$ cat src/rtl/ahb_burst_arbiter.sv
// Two-master burst arbiter that shares one AHB-Lite port between the I-cache (F) and D-cache (M).
// M wins ties; after MAX_CONSEC back-to-back M wins while F waits, F is forced through.
module ahb_burst_arbiter #(
  parameter int BLOCK_WORDS = 4,
  parameter int MAX_CONSEC  = 4
) (
  input  logic                           clk,
  input  logic                           reset,
  input  logic                           HRequestF,
  input  logic [31:0]                    HAddrF,
  input  logic                           HRequestM,
  input  logic                           HWriteM,
  input  logic [31:0]                    HAddrM,
  input  logic                           HReady,
  output logic [31:0]                    HAddr,
  output logic                           HWrite,
  output logic                           HRequest,
  output logic                           HReadyF,
  output logic                           HReadyM,
  output logic                           GrantF,
  output logic                           GrantM,
  output logic [$clog2(BLOCK_WORDS)-1:0] Beat
);

  localparam int BEAT_W = $clog2(BLOCK_WORDS);
  localparam int CONS_W = $clog2(MAX_CONSEC) + 1;

  localparam logic [BEAT_W-1:0] LAST_BEAT = BEAT_W'(BLOCK_WORDS - 1);
  localparam logic [CONS_W-1:0] CONS_MAX  = CONS_W'(MAX_CONSEC);
  localparam logic [31:0]       LINE_MASK = ~32'(BLOCK_WORDS * 4 - 1);

  typedef enum logic [1:0] {
    IDLE   = 2'b00,
    BUSY_F = 2'b01,
    BUSY_M = 2'b10
  } state_t;

  state_t            r_state;
  logic [BEAT_W-1:0] r_beat;
  logic [CONS_W-1:0] r_consec;

  logic              w_busy_f;
  logic              w_busy_m;
  logic              w_busy;
  logic              w_owner_req;
  logic              w_last_beat;
  logic              w_f_forced;
  logic [31:0]       w_line_addr;
  logic [31:0]       w_beat_off;

  assign w_busy_f    = (r_state == BUSY_F);
  assign w_busy_m    = (r_state == BUSY_M);
  assign w_busy      = w_busy_f | w_busy_m;
  assign w_owner_req = w_busy_m ? HRequestM : HRequestF;
  assign w_last_beat = (r_beat == LAST_BEAT);
  assign w_f_forced  = HRequestF & (r_consec == CONS_MAX);

  // Burst FSM: reset wins, an owner dropping its request aborts regardless of HReady,
  // and every burst end returns to IDLE for one turnaround cycle.
  always_ff @(posedge clk) begin
    if (reset) begin
      r_state  <= IDLE;
      r_beat   <= '0;
      r_consec <= '0;
    end else begin
      case (r_state)
        IDLE: begin
          r_beat <= '0;
          if (HRequestM && !w_f_forced) begin
            r_state <= BUSY_M;
            if (!HRequestF) begin
              r_consec <= '0;
            end else if (r_consec != CONS_MAX) begin
              r_consec <= r_consec + CONS_W'(1);
            end
          end else if (HRequestF) begin
            r_state  <= BUSY_F;
            r_consec <= '0;
          end
        end
        BUSY_F, BUSY_M: begin
          if (!w_owner_req) begin
            r_state <= IDLE;
            r_beat  <= '0;
          end else if (HReady) begin
            if (w_last_beat) begin
              r_state <= IDLE;
              r_beat  <= '0;
            end else begin
              r_beat <= r_beat + BEAT_W'(1);
            end
          end
        end
        default: begin
          r_state <= IDLE;
          r_beat  <= '0;
        end
      endcase
    end
  end

  // Bus-side outputs decode straight from state so HReady passes through with no added cycle.
  assign w_line_addr = w_busy_m ? HAddrM : HAddrF;
  assign w_beat_off  = {{(30 - BEAT_W){1'b0}}, r_beat, 2'b00};

  assign HAddr    = w_busy ? ((w_line_addr & LINE_MASK) | w_beat_off) : 32'h0;
  assign HWrite   = w_busy_m & HWriteM;
  assign HRequest = w_busy;
  assign HReadyF  = w_busy_f & HReady;
  assign HReadyM  = w_busy_m & HReady;
  assign GrantF   = w_busy_f;
  assign GrantM   = w_busy_m;
  assign Beat     = r_beat;

endmodule

$ cat config.mk
export PLATFORM = sky130hd
export DESIGN_NAME = ahb_burst_arbiter
export DESIGN_NICKNAME = d
export VERILOG_FILES = /design/src/rtl/ahb_burst_arbiter.sv
export SDC_FILE = /design/constraint.sdc
export NUM_CORES = 1
export LEC_CHECK = 0
export ABC_CLOCK_PERIOD_IN_PS = 2400
export CORE_MARGIN = 2
export CORE_UTILIZATION = 30
export CTS_CLUSTER_DIAMETER = 150
export DETAILED_ROUTE_END_ITERATION = 8
export MAX_ROUTING_LAYER = met4
export PLACE_DENSITY = 0.86
export SLEW_MARGIN = 20
export SYNTH_ARGS = -nofsm -noshare
export SYNTH_HDL_FRONTEND = slang
export SYNTH_SLANG_ARGS = --single-unit
$ cat constraint.sdc
create_clock -name clk -period 2.4 [get_ports clk]
set_input_delay 0.6 -clock clk [delete_from_list [all_inputs] [get_ports clk]]
set_output_delay 0.6 -clock clk [all_outputs]
set_load 0.02 [all_outputs]
Word-level counts from Yosys, hierarchy flattened
Index checks and enable logic that the tools add are counted.
Word-level totals
  word-level logic and storage cells: 44
  input port bits: 70
  output and inout port bits: 40
  bits in registers: 7
Cells by class
  bitwise gates (word level): 8
  reductions and logical operators: 8
  equality and inequality tests: 9
  multiplexer cells: 14
  add/subtract/negate cells: 2
Operators by type and width (number)
  32-bit 2-to-1 mux: 2
  32-bit by 4-bit OR with 32-bit output: 1
  2-bit 2-to-1 mux: 6
  3-bit 2-to-1 mux: 4
  3-bit inequality test, second input constant: 4
  3-bit AND reduction: 2
  1-bit AND: 4
  2-bit equality test, second input constant: 2
  2-bit case mux with 2 select lines: 1
  3-bit by 1-bit adder with 3-bit output, second input constant: 1
  3-bit equality test, second input constant: 1
  3-bit by 2-bit inequality test with 1-bit output, second input constant: 1
  3-bit OR reduction: 1
  2-bit by 1-bit adder with 2-bit output, second input constant: 1
  2-bit by 1-bit equality test with 1-bit output, second input constant: 1
  2-bit logical NOT: 1
  1-bit inverter: 2
  2-bit nonzero test: 1
  2-bit OR reduction: 1
  1-bit logical AND: 1
  1-bit logical NOT: 1
  1-bit 2-to-1 mux: 1
  1-bit OR: 1

Depth between registers and ports, before layout
  word-level depth: 6
  mapped depth: 6
  depth with buffers taken out: 5

Worst setup path after synthesis
OpenSTA, ideal clock, no wires.
  kind: flip-flop to output port
  start point: register r_state[0]
  end point: output HAddr[10]
  data arrival time: 1564 ps
  required time: 1800 ps
  cell stages (with the launch flop): 7
  slack: 236 ps
  cell sequence: dfxtp_1 -> inv_1 -> ha_1 -> buf_2 -> buf_6 -> mux2i_1 -> nor2b_1
Between the ends
  word-level cells in the longest chain between the ends: 4
  elaborated cells on any way between the ends: 6
Ends and longest elaborated chain
  start: declaration: RTL line 38  | state_t r_state;
  start signal: assignment: RTL line 62  | r_state <= IDLE;
  start signal: assignment: RTL line 70  | r_state <= BUSY_M;
  start signal: assignment: RTL line 77  | r_state <= BUSY_F;
  2-bit equality test (*): RTL line 52  | assign w_busy_m = (r_state == BUSY_M);
  named net GrantM: RTL line 21  | output logic GrantM,
  32-bit 2-to-1 mux: RTL line 103  | assign w_line_addr = w_busy_m ? HAddrM : HAddrF;
  32-bit by 4-bit OR with 32-bit output: RTL line 106  | assign HAddr = w_busy ? ((w_line_addr & LINE_MASK) | w_beat_off) : 32'h0;
  32-bit 2-to-1 mux (*): RTL line 106
  end: declaration: RTL line 15  | output logic [31:0] HAddr,
Mark *: on every way through the listed nets, which the timed path passes. The rest lies on a longest branch.

Worst setup path in the final report
  start point: input HWriteM
  end point: output HWrite
Between the ends
  word-level cells in the longest chain between the ends: 1
Ends and longest elaborated chain
  start: declaration: RTL line 12  | input logic HWriteM,
  1-bit AND: RTL line 107  | assign HWrite = w_busy_m & HWriteM;
  end: declaration: RTL line 16  | output logic HWrite,
No other way between the ends.

==> reports/qor.yml <==
outcome: "finished, final reports clean"
fin_util_pct: 61.6
wl_per_cell_um: 13.8
cp.required_ns: 1.80
setup_tns_ns: 0
nFillCells: 308
synth_cells: 122
finalCritPeriodShare_pct: 99.0
h-tree-depth: 1
p_per_area_nw_per_um2: 386
numPortBuffers: 99
crit_path_max_incr_delay_ns: 0.59
dr.first_iter.drc_count: 19
ios: 110
cp_common_cell: "clkdlybuf4s50_1"
fmax_mhz: 421
path_clk_slew_ns: 0.05
whs_ns: 0.475
synth_top_area_share_pct: 28.9
placementRows: 21
met3_usage_pct: 4.35
synth_area_leaders: "mux2i_1 29%, nor2b_1 17%, dfxtp_1 14%"
grt_pass1_vias: 997
critical_path.cell_chain: "clkdlybuf4s50_1, and2_1, clkdlybuf4s50_1"
drv_slew: 0
multi_input_area_um2: 792
fin_skew_ns: 0.00167
ys_warn_count: 0
grt_pass1_wl_mm: 4.75
initial_core_util_pct: 30.6
clockBufferDepth: 2
design_area_um2: 2020
dieArea_um2: 3830
synth.most_common_cell: "mux2i_1"
cp.buffers_inverters: 2
finalSetupViolCount: 0
wirelength_mm: 3.71
hp-class: "flip-flop to flip-flop"
grt_use_met1_pct: 20.2
worst-path-max-fanout: 1
layout-drive-gt1-share_pct: 15.2
nets: 301
die-height_um: 61.9
critical-path-top-delay-family: "buffers and inverters"
layoutNonFillerInstCount: 269
cts_tree: "built"
clk_root_buffer_cell: "clkbuf_4"
via_count: 1226
cpMaxStageDelayCell: "clkdlybuf4s50_1"
cp.arrival_ns: 1.78
antennaDiodeCount: 0
gp_congestion: 0.824
grtUsageMet2_pct: 29.3
yosysSeqAreaShare_pct: 13.9
dp.cells: 264
core_um2: 3280
final.min_clock_period_ns: 2.38
synthToLayoutAreaGrowth_pct: 101
rsz0062_at_grt: "true"
antenna_found_initial: 0
p_leak_nw: 0.840
placed_area_um2: 2060
grt_max_degree: 29
drt.antenna.violating_nets: 0
syn_area_per_cell_um2: 8.25
vias_per_cell: 4.56
die_w_um: 61.9
ys.flop_type: "dfxtp_1"
end_kind: "output port"
dp_hpwl_mm: 3.04
slew_headroom_pct: 64.1
ir_drop_v: 0.000286
async_flop_share_pct: 0
cp-start-kind: "input port"
maxCapViolations: 0
seq_area_um2: 140
drc: 0
grt_overflow: 0
ys_types: 32
tightest_slew_ns: 0.533
clk_latency_ns: 0.25
synth_seq_cells: 7
grt-busiest-layer: "met2"
cts_buffers: 3
path_class: "input port to output port"
synth_common_cells: "29 x mux2i_1, 28 x nor2b_1, 7 x dfxtp_1, 7 x ha_1, 7 x inv_1"
synth_edf_count: 0
yosysTopAreaCell: "mux2i_1"
firstDrtPassIters: 4
clkSinkCount: 7
synth_area_um2: 1010
hold_viol_final: 0
track_usage_pct: 17.1
post_cts_buffers: 0
[layout by cell type (no fill, tap or decap), types with 2 or more instances in the layout]
master	count
buf_4	3
dfxtp_1	7
clkdlybuf4s15_1	7
clkdlybuf4s50_1	65
clkbuf_2	18
dlygate4sd2_1	8
a21oi_1	3
ha_1	6
and2_1	5
mux2i_1	28
o32ai_1	2
nor2b_1	28
nor3_1	2
buf_12	2
nand4_1	2
nand2_1	5
conb_1	2
inv_1	7
clkbuf_4	3
[final timing paths]
| path | endpoint | slack, ns | depth (start not counted) | from |
|---|---|---|---|---|
| worst max-delay path | HWrite | 0.02 | 3 | HWriteM |
| worst min-delay path | r_consec[1] | 0.48 | 2 | r_consec[1] |
| worst max register to register | r_state[1] | 0.86 | 5 | r_state[0] |
| worst min register to register | r_consec[1] | 0.48 | 2 | r_consec[1] |
[layout make-up]
| class | count | share of cell area [%] |
|---|---|---|
| clock buffer | 4 | 1.30 |
| sequential | 7 | 6.93 |
| tap | 46 | 2.84 |
| timing repair buffer | 105 | 48.5 |
| inverter | 7 | 1.30 |
| multi-input combinational | 100 | 39.1 |
[what timing repair did]
action	4_1_cts	5_1_grt
resized for setup	33	46
hold buffers	0	0
gates cloned	0	1
endpoints found under the setup margin	33	27
pin swaps	0	0
[sequential cells by signal, indices dropped and copies added, names as in the netlist]
name	cells
r_consec	3
Beat	2
r_state	2
[worst register-to-register path, cell delays in order (launching register included)]
cell     delay, ns
dfxtp_1       0.31
inv_1         0.12
ha_1          0.23
mux2_4        0.33
a31o_1        0.23
o32ai_2       0.24
[kinds of logic after synthesis]
| kind of cell | Yosys count | synth area share, % |
|---|---|---|
| simple gates | 50 | 29.7 |
| flops | 7 | 13.9 |
| compound gates | 11 | 8.58 |
| fa+ha+maj | 7 | 8.71 |
| other cells | 1 | 0.373 |
| mux | 30 | 30.3 |
| buf+inv | 16 | 8.33 |
[through the flow]
step	total power [mW]	setup slack (ns)
floorplan	0.428	0.236
global placement	0.712	-0.0629
detailed placement	0.719	-0.0973
CTS	0.783	0.00146
global route	0.837	-0.0637
finish	0.781	0.0241
[routing by layer]
layer	vias up	part of all wire [%]
met5	-	0
met4	0	0.51
met3	2	11
met2	51	49
met1	554	39
li1	619	-
[where the power goes]
| part | total, mW | internal (mW) | switching, mW |
|---|---|---|---|
| combinational | 0.545 | 0.285 | 0.260 |
| sequential | 0.127 | 0.122 | 0.00451 |
| clock | 0.109 | 0.0636 | 0.0454 |
(Power assumes the default switching activity.)
